===== config.mk =====
export PLATFORM = sky130hd
export DESIGN_NAME = ras_ckpt
export DESIGN_NICKNAME = d
export VERILOG_FILES = /design/src/rtl/ras_ckpt.sv
export SDC_FILE = /design/constraint.sdc
export NUM_CORES = 1
export LEC_CHECK = 0
export ABC_CLOCK_PERIOD_IN_PS = 3780
export BUFFER_PORTS_ARGS = -buffer_cell sky130_fd_sc_hd__buf_2
export CORE_ASPECT_RATIO = 0.75
export CORE_MARGIN = 10
export CORE_UTILIZATION = 28
export DETAILED_ROUTE_END_ITERATION = 8
export PLACE_DENSITY = 0.5
export SYNTH_ARGS = -nofsm -noshare
export SYNTH_HDL_FRONTEND = slang
export SYNTH_SLANG_ARGS = --single-unit

===== constraint.sdc =====
create_clock -name clk_i -period 3.78 [get_ports clk_i]
set_input_delay 0.378 -clock clk_i [delete_from_list [all_inputs] [get_ports clk_i]]
set_output_delay 0.378 -clock clk_i [all_outputs]
set_load 0.05 [all_outputs]

===== src/rtl/ras_ckpt.sv =====
// Return-address stack with circular overwrite, over/underflow pulses and
// numbered checkpoints for misprediction repair.
// Optional feature macro: RAS_CKPT_EN (checkpoint storage and restore logic).
// Without it the checkpoint ports are accepted but ignored.
module ras_ckpt #(
    parameter int unsigned DEPTH   = 2,
    parameter int unsigned VLEN    = 32,
    parameter int unsigned NR_CKPT = 2
) (
    input  logic                         clk_i,
    input  logic                         rst_i,
    input  logic                         flush_i,
    input  logic                         push_i,
    input  logic [VLEN-1:0]              push_addr_i,
    input  logic                         pop_i,
    output logic [VLEN-1:0]              top_o,
    output logic                         top_valid_o,
    output logic [$clog2(DEPTH+1)-1:0]   count_o,
    input  logic                         ckpt_save_i,
    input  logic [$clog2(NR_CKPT)-1:0]   ckpt_save_id_i,
    input  logic                         ckpt_restore_i,
    input  logic [$clog2(NR_CKPT)-1:0]   ckpt_restore_id_i,
    output logic                         overflow_o,
    output logic                         underflow_o
);

    localparam int unsigned PW = $clog2(DEPTH);
    localparam int unsigned CW = $clog2(DEPTH + 1);
    localparam logic [CW-1:0] FULL = CW'(DEPTH);

    logic [VLEN-1:0] stack [DEPTH];
    logic [PW-1:0]   tos, tos_nxt;
    logic [CW-1:0]   count, count_nxt;
    logic            ovf, ovf_nxt, unf, unf_nxt;
    logic            wr_en;
    logic [PW-1:0]   wr_idx;
    logic [VLEN-1:0] wr_data;

    // Selected restore slot, common to both builds.
    logic            restore_en;
    logic            slot_valid;
    logic [PW-1:0]   slot_tos;
    logic [CW-1:0]   slot_count;
    logic [VLEN-1:0] slot_top;

`ifdef RAS_CKPT_EN
    logic [NR_CKPT-1:0] ckpt_valid;
    logic [PW-1:0]      ckpt_tos   [NR_CKPT];
    logic [CW-1:0]      ckpt_count [NR_CKPT];
    logic [VLEN-1:0]    ckpt_top   [NR_CKPT];

    assign restore_en = ckpt_restore_i;
    assign slot_valid = ckpt_valid[ckpt_restore_id_i];
    assign slot_tos   = ckpt_tos[ckpt_restore_id_i];
    assign slot_count = ckpt_count[ckpt_restore_id_i];
    assign slot_top   = ckpt_top[ckpt_restore_id_i];

    // Checkpoint slots: snapshot pre-update state; flush/reset invalidate all.
    always_ff @(posedge clk_i) begin
        if (rst_i || flush_i) begin
            ckpt_valid <= '0;
        end else if (ckpt_save_i && !ckpt_restore_i) begin
            ckpt_valid[ckpt_save_id_i] <= 1'b1;
            ckpt_tos[ckpt_save_id_i]   <= tos;
            ckpt_count[ckpt_save_id_i] <= count;
            ckpt_top[ckpt_save_id_i]   <= stack[tos];
        end
    end
`else
    assign restore_en = 1'b0;
    assign slot_valid = 1'b0;
    assign slot_tos   = '0;
    assign slot_count = '0;
    assign slot_top   = '0;

    logic unused_ckpt;
    assign unused_ckpt = ^{ckpt_save_i, ckpt_save_id_i, ckpt_restore_i, ckpt_restore_id_i};
`endif

    // Next-state decode in priority order: flush > restore > push/pop.
    always_comb begin
        tos_nxt   = tos;
        count_nxt = count;
        ovf_nxt   = 1'b0;
        unf_nxt   = 1'b0;
        wr_en     = 1'b0;
        wr_idx    = tos;
        wr_data   = push_addr_i;
        if (flush_i) begin
            tos_nxt   = '0;
            count_nxt = '0;
        end else if (restore_en) begin
            if (slot_valid) begin
                tos_nxt   = slot_tos;
                count_nxt = slot_count;
                // Undo a wrong-path push that clobbered the saved top.
                wr_en     = 1'b1;
                wr_idx    = slot_tos;
                wr_data   = slot_top;
            end else begin
                tos_nxt   = '0;
                count_nxt = '0;
            end
        end else if (push_i && pop_i) begin
            wr_en = 1'b1;
            if (count == '0) begin
                count_nxt = CW'(1);
            end
        end else if (push_i) begin
            tos_nxt = tos + PW'(1);
            wr_en   = 1'b1;
            wr_idx  = tos + PW'(1);
            if (count == FULL) begin
                ovf_nxt = 1'b1;
            end else begin
                count_nxt = count + CW'(1);
            end
        end else if (pop_i) begin
            if (count != '0) begin
                tos_nxt   = tos - PW'(1);
                count_nxt = count - CW'(1);
            end else begin
                unf_nxt = 1'b1;
            end
        end
    end

    // Pointer, occupancy and event pulses.
    always_ff @(posedge clk_i) begin
        if (rst_i) begin
            tos   <= '0;
            count <= '0;
            ovf   <= 1'b0;
            unf   <= 1'b0;
        end else begin
            tos   <= tos_nxt;
            count <= count_nxt;
            ovf   <= ovf_nxt;
            unf   <= unf_nxt;
        end
    end

    // Entry storage; contents are not reset, only guarded from writes during reset.
    always_ff @(posedge clk_i) begin
        if (!rst_i && wr_en) begin
            stack[wr_idx] <= wr_data;
        end
    end

    assign top_o       = (count != '0) ? stack[tos] : '0;
    assign top_valid_o = (count != '0);
    assign count_o     = count;
    assign overflow_o  = ovf;
    assign underflow_o = unf;

endmodule


==> flow_summary_export.csv, run 1 <==
group,metric,value,unit
worst_setup_path,cp_max_fo,32,
yosys,ys_warn_count,0,
pwr,p_per_area,547,nW/um2
clock_network,post-cts-setup-buffers,0,
route,dr.pass1.iters,4,
sta,finalSetupTns,0,ns
worst_setup_path,path_class,"reg -> out",
final_layout,final_cell_mix,"buf_2 (73), edfxtp_1 (64), nor2_1 (35)",
place,dp_slack,1.43,ns
clock_network,cts_tree,"done",
yosys,syn_inst,170,
worst_setup_path,crit_path_max_incr_delay,1.03,ns
final_layout,area_growth_syn_to_layout,31.2,%
sta,rsz0062_at_grt,"false",
clock_network,root_buffer,"clkbuf_16",
floorplanning,dieArea,14100,um2
yosys,synth.cell_area,2710,um2
final_layout,layout_commonest_cell,"buf_2",
floorplanning,ios,78,
yosys,synth.distinct_cells,21,
clock_network,clock_sinks,70,
yosys,synth-seq-cells,70,
global_routing,grt_usage,0.0830,
worst_setup_path,worstPathCellList,"mux2i_1 > nor2_1 > buf_2",
floorplanning,coreArea,9540,um2
place,hpwlAfterDp,3.70,mm
floorplanning,die_y,105,um
sta,fin_crit_sh,0.631,
yosys,ys_seq_area_frac,0.753,
worst_setup_path,end_kind,"output port",
final_layout,fillers,971,
clock_network,htree_levels,3,
sta,max-slew-margin-rel,0.292,
route,vias,1623,
clock_network,cts_buffers,9,
route,viasPerCell,4.22,
worst_hold_path,min_from,"push_addr_i[7]",
sta,period_needed,2.39,ns
yosys,synthArstFlopShare,0,
sta,finalHoldViolCount,0,
clock_network,clk_pin_slew,0.05,ns
yosys,synth_edf_count,64,
floorplanning,start_util,0.284,
place,place_congestion,0.666,
route,wirelength,5.70,mm
worst_setup_path,required,3.40,ns
worst_setup_path,r2r-end,"stack[0][18]",
worst_hold_path,whs_endpoint,"stack[0][7]",
worst_hold_path,hp-class,"in -> reg",
yosys,syn_area_per_cell,16.0,um2
place,io_buffers,73,
worst_setup_path,rrSetupSlack,1.73,ns
final_layout,diodes,0,
route,drtIter0Drc,45,
worst_setup_path,r2r-start,"tos",
final_layout,ff_latch_area,2040,um2
route,drc,0,
clock_network,holdBufCountCts,0,
floorplanning,die_w,134,um
clock_network,clock_path_buffers,2,
sta,clock.fmax,0.419,GHz
sta,setup_slack,1.39,ns
worst_setup_path,rr_worst_depth,4,
floorplanning,rows,31,
clock_network,cts-resized-gates,0,
final_layout,drive_gt1_frac,0.379,
final_layout,nets,291,
route,ant_nets,0,
pwr,leakage,1.34,nW
worst_hold_path,min_path_cells,1,
route,avgRoutedWirePerCell,14.8,um
worst_setup_path,start_kind,"register",
sta,tightest_slew,1.06,ns
run_status,status,"finished clean",
global_routing,grt_pass1_vias,1774,
global_routing,overflow,0,
global_routing,grt_max_degree,35,
yosys,synth_fp_nets,213,
global_routing,grt_pass1_wl,9.01,mm
yosys,ys.flop_type,"edfxtp_1",
global_routing,antenna_found_initial,0,
pwr,vdd.ir_drop.worst,0.000275,V
flow_run,maxCapViolCount,0,
sta,slew_viol_final,0,
worst_setup_path,cp.arrival,2.01,ns
final_layout,multiInputGateArea,624,um2
sta,setup_viol,0,
worst_setup_path,critPathSlowestCell,"dfxtp_2",
clock_network,insertion_delay,0.33,ns
sta,clock_skew,0.00264,ns
-- report_power, final --
group          internal (mW)  total [mW]  leakage [nW]  switching [mW]
sequential             0.864       0.875         0.631          0.0109
combinational         0.0403       0.132         0.545          0.0917
clock                  0.640       0.939         0.167           0.299
-- cell families after synthesis --
| logic type | count (synthesis) | share of synthesized area |
|---|---|---|
| flip-flops | 70 | 0.753 |
| AO/OA/AOI/OAI | 7 | 0.0175 |
| XOR/XNOR | 1 | 0.00323 |
| multiplexers | 34 | 0.125 |
| adder cells (fa/ha/maj) | 2 | 0.00922 |
| AND/OR/NAND/NOR | 45 | 0.0706 |
| buffers and inverters | 11 | 0.0212 |
-- sequential cells by signal, indices dropped and copies added (netlist names), named ones only --
signal and flops:
tos 1, count_o 2, overflow_o 1, stack 64
underflow_o 1
-- synth_stat cells (all sizes together), types with 2 or more instances --
cell,count,area share
a21oi,3,0.0055
buf,7,0.016
dfxtp,6,0.044
edfxtp,64,0.71
ha,2,0.0092
inv,4,0.0055
mux2i,34,0.13
nand2,2,0.0028
nand2b,2,0.0055
nor2,36,0.051
nor3,2,0.0037
o21ai,2,0.0037
-- cell type report --
class,instances,area share
timing repair buffer,74,0.105
multi-input combinational,89,0.175
sequential,70,0.574
tap,132,0.0464
clock buffer,9,0.0633
inverter,4,0.00422
clock inverter,7,0.0316
-- layer usage --
layer / GRT usage / vias to the layer above / part of all wire
li1: - / 777 / -
met1: 0.0933 / 785 / 0.45
met2: 0.128 / 51 / 0.47
met3: 0.0375 / 10 / 0.061
met4: 0.0488 / 0 / 0.023
met5: 0 / - / 0
-- how the worst max path moves through the flow --
stage	endpoint
2_1_floorplan	stack[1][0]
3_3_place_gp	stack[0][11]
3_5_place_dp	stack[0][11]
4_1_cts	top_o[24]
5_1_grt	top_o[24]
6_report	top_o[24]
-- through the flow --
stage / util / hold slack, ns / instance area, um2 / total power [mW] / std cells
global placement: 0.338 / 0.483 / 3220 / 1.02 / 369
global route: 0.373 / 0.224 / 3560 / 2.02 / 385
CTS: 0.373 / 0.222 / 3560 / 1.97 / 385
floorplan: - / 0.463 / 2710 / 0.976 / 170
detailed placement: 0.338 / 0.489 / 3220 / 1.03 / 369
finish: 0.373 / 0.239 / 3560 / 1.95 / 385
-- worst max-delay path, delay by kind of cell (launching register included) --
kind	cells	cell delay, ns
AND/OR/NAND/NOR	1	0.15
flip-flops	1	1.03
buffers and inverters	1	0.28
multiplexers	1	0.20
(Power assumes the default switching activity.)
==> inputs of run 2 (changes only) <==
ABC_AREA = 1   (was default)
ABC_CLOCK_PERIOD_IN_PS = 1970   (was 3780)
PLACE_DENSITY = 0.52   (was 0.5)
clock period = 1.97 ns   (was 3.78 ns; I/O delays follow)
==> flow_summary_export.csv, run 2 <==
group,metric,value,unit
run_status,status,"finished clean",
worst_setup_path,crit_path_max_incr_delay,0.36,ns
route,ant_nets,0,
global_routing,grt_pass1_wl,10.3,mm
sta,clock_skew,0.00441,ns
worst_setup_path,critPathSlowestCell,"buf_4",
global_routing,overflow,0,
worst_hold_path,min_path_cells,1,
yosys,yosysMostFrequentCell,"nand2_1",
floorplanning,coreArea,9620,um2
yosys,synthTopCellsByCount,"nand2_1 (76), edfxtp_1 (64), a21oi_1 (34), buf_2 (7)",
route,drc,0,
sta,max-slew-margin-rel,0.746,
floorplanning,die_w,134,um
sta,setup_slack,0.170,ns
clock_network,cts_tree,"done",
yosys,syn_inst,222,
place,dpl_cell_area,3330,um2
clock_network,post-cts-setup-buffers,0,
final_layout,finalInstanceArea,3680,um2
route,viasPerCell,4.23,
global_routing,met1_usage,0.104,
final_layout,fillers,961,
worst_setup_path,end_kind,"output port",
global_routing,grt.busiest_layer,"met2",
clock_network,clk_pin_slew,0.05,ns
sta,setup_viol,0,
worst_hold_path,hp-class,"in -> reg",
global_routing,met3_usage,0.0555,
final_layout,multiInputGateArea,617,um2
pwr,vdd.ir_drop.worst,0.000483,V
yosys,syn_area_per_cell,12.3,um2
clock_network,root_buffer,"clkbuf_16",
floorplanning,die_y,106,um
place,dp_slack,0.225,ns
floorplanning,start_util,0.285,
yosys,synth_top_cell_area_share,0.701,
worst_setup_path,cp_max_fo,32,
sta,rsz0062_at_grt,"false",
global_routing,antenna_found_initial,1,
sta,clock.fmax,0.556,GHz
global_routing,grt_pass1_vias,1979,
yosys,synthArstFlopShare,0,
global_routing,grt_max_degree,33,
place,place_congestion,0.687,
global_routing,grt_usage,0.0944,
yosys,ys_seq_area_frac,0.745,
worst_setup_path,worstPathCellList,"buf_4 > nand2_1 > a21oi_1 > buf_2",
clock_network,insertion_delay,0.32,ns
route,drtIter0Drc,70,
yosys,synth_edf_count,64,
clock_network,cts_buffers,9,
final_layout,drive_gt1_frac,0.350,
pwr,leakage,1.48,nW
floorplanning,dieArea,14200,um2
sta,slew_viol_final,0,
worst_setup_path,required,1.77,ns
floorplanning,rows,31,
yosys,synth-seq-cells,70,
worst_setup_path,path_class,"reg -> out",
route,dr.pass1.iters,4,
sta,finalHoldViolCount,0,
route,vias,1857,
clock_network,holdBufCountCts,0,
sta,hold_ws,0.0582,ns
flow_run,maxCapViolCount,0,
yosys,yosys-top-cells-area,"edfxtp_1 (70%), nand2_1 (10%), a21oi_1 (6.2%), dfxtp_1 (4.4%), buf_2 (1.3%)",
yosys,ys.flop_type,"edfxtp_1",
place,hpwlAfterDp,4.30,mm
place,io_buffers,73,
global_routing,use_met2,0.152,
clock_network,clock_sinks,70,
final_layout,ff_latch_area,2040,um2
sta,period_needed,1.80,ns
route,wirelength,6.37,mm
yosys,synth_fp_nets,265,
worst_setup_path,start_kind,"register",
yosys,synth.cell_area,2740,um2
yosys,synth.distinct_cells,20,
final_layout,area_growth_syn_to_layout,34.2,%
pwr,p_per_area,1030,nW/um2
final_layout,nets,344,
route,avgRoutedWirePerCell,14.5,um
clock_network,clock_path_buffers,2,
sta,fin_crit_sh,0.913,
pwr,total_power,3.79,mW
sta,tightest_slew,0.381,ns
clock_network,htree_levels,3,
final_layout,layout_commonest_cell,"nand2_1",
yosys,yosysTopAreaCell,"edfxtp_1",
worst_setup_path,cp.arrival,1.60,ns
worst_setup_path,rr_worst_depth,6,
final_layout,final_cell_mix,"nand2_1 (75), buf_2 (73), edfxtp_1 (64)",
floorplanning,ios,78,
final_layout,largest_reg_flops,64,
final_layout,top_register,"stack",
yosys,ys_warn_count,0,
-- run 2: changes by cell type after synthesis, sizes merged, moves of 3 or more --
cell,previous run,this run
nor2,36,5
mux2i,34,0
buf,7,12
inv,4,9
a21oi,3,34
nand3,0,3
nand4,0,3
nand2,2,78
-- run 2: power breakdown --
part	total (mW)	switching (mW)	internal, mW
combinational	0.319	0.231	0.0885
clock	1.80	0.563	1.23
sequential	1.67	0.0108	1.66
-- run 2: through the flow --
step | std cells | utilization | TNS [ns]
finish | 439 | 0.382 | 0
global route | 438 | 0.382 | 0
CTS | 438 | 0.382 | 0
detailed placement | 422 | 0.346 | 0
global placement | 422 | 0.346 | 0
floorplan | 222 | - | -1.71
-- run 2: layout make-up --
cell class,instances,share of cell area
repair buffers,80,0.128
multi-input cells,131,0.168
diodes,1,0.000680
well taps,132,0.0449
flip-flops and latches,70,0.556
clock inverters,6,0.0299
clock buffers,10,0.0622
inverters,9,0.0105
-- run 2: worst max-delay path: cells and delay by family (launching register included) --
family | cells | cell delay (ns)
DFF | 1 | 0.34
AOI/OAI and AO/OA | 1 | 0.19
and+or+nand+nor | 1 | 0.09
buffers and inverters | 2 | 0.65
-- run 2: repair_timing --
| item | in CTS | in global routing |
|---|---|---|
| gates resized for setup | 0 | 2 |
| endpoints found under the hold margin | 0 | 0 |
| setup endpoints to repair | 0 | 19 |
-- run 2: final timing paths --
path,from,to,slack (ns)
max,register,top_o[25],0.17
min,push_addr_i[9],stack[0][9],0.06
max reg2reg,tos,stack[1][13],0.35
min reg2reg,count_o[1],overflow_o,0.57
-- run 2: metal layers --
| metal | vias to the layer above | wire length [um] |
|---|---|---|
| met5 | - | 0 |
| met4 | 0 | 61 |
| met3 | 7 | 525 |
| met2 | 51 | 3010 |
| met1 | 872 | 2780 |
| li1 | 927 | - |
-- run 2: logic make-up (layout without fill, tap and decap cells) --
| kind of cell | count (synthesis) | in the layout | share of synthesized area |
|---|---|---|---|
| DFF | 70 | 70 | 0.745 |
| buffers and inverters | 21 | 105 | 0.0402 |
| AOI/OAI and AO/OA | 36 | 36 | 0.0666 |
| adders and majority gates | 2 | 2 | 0.00913 |
| other | 0 | 1 | 0 |
| and+or+nand+nor | 93 | 93 | 0.139 |
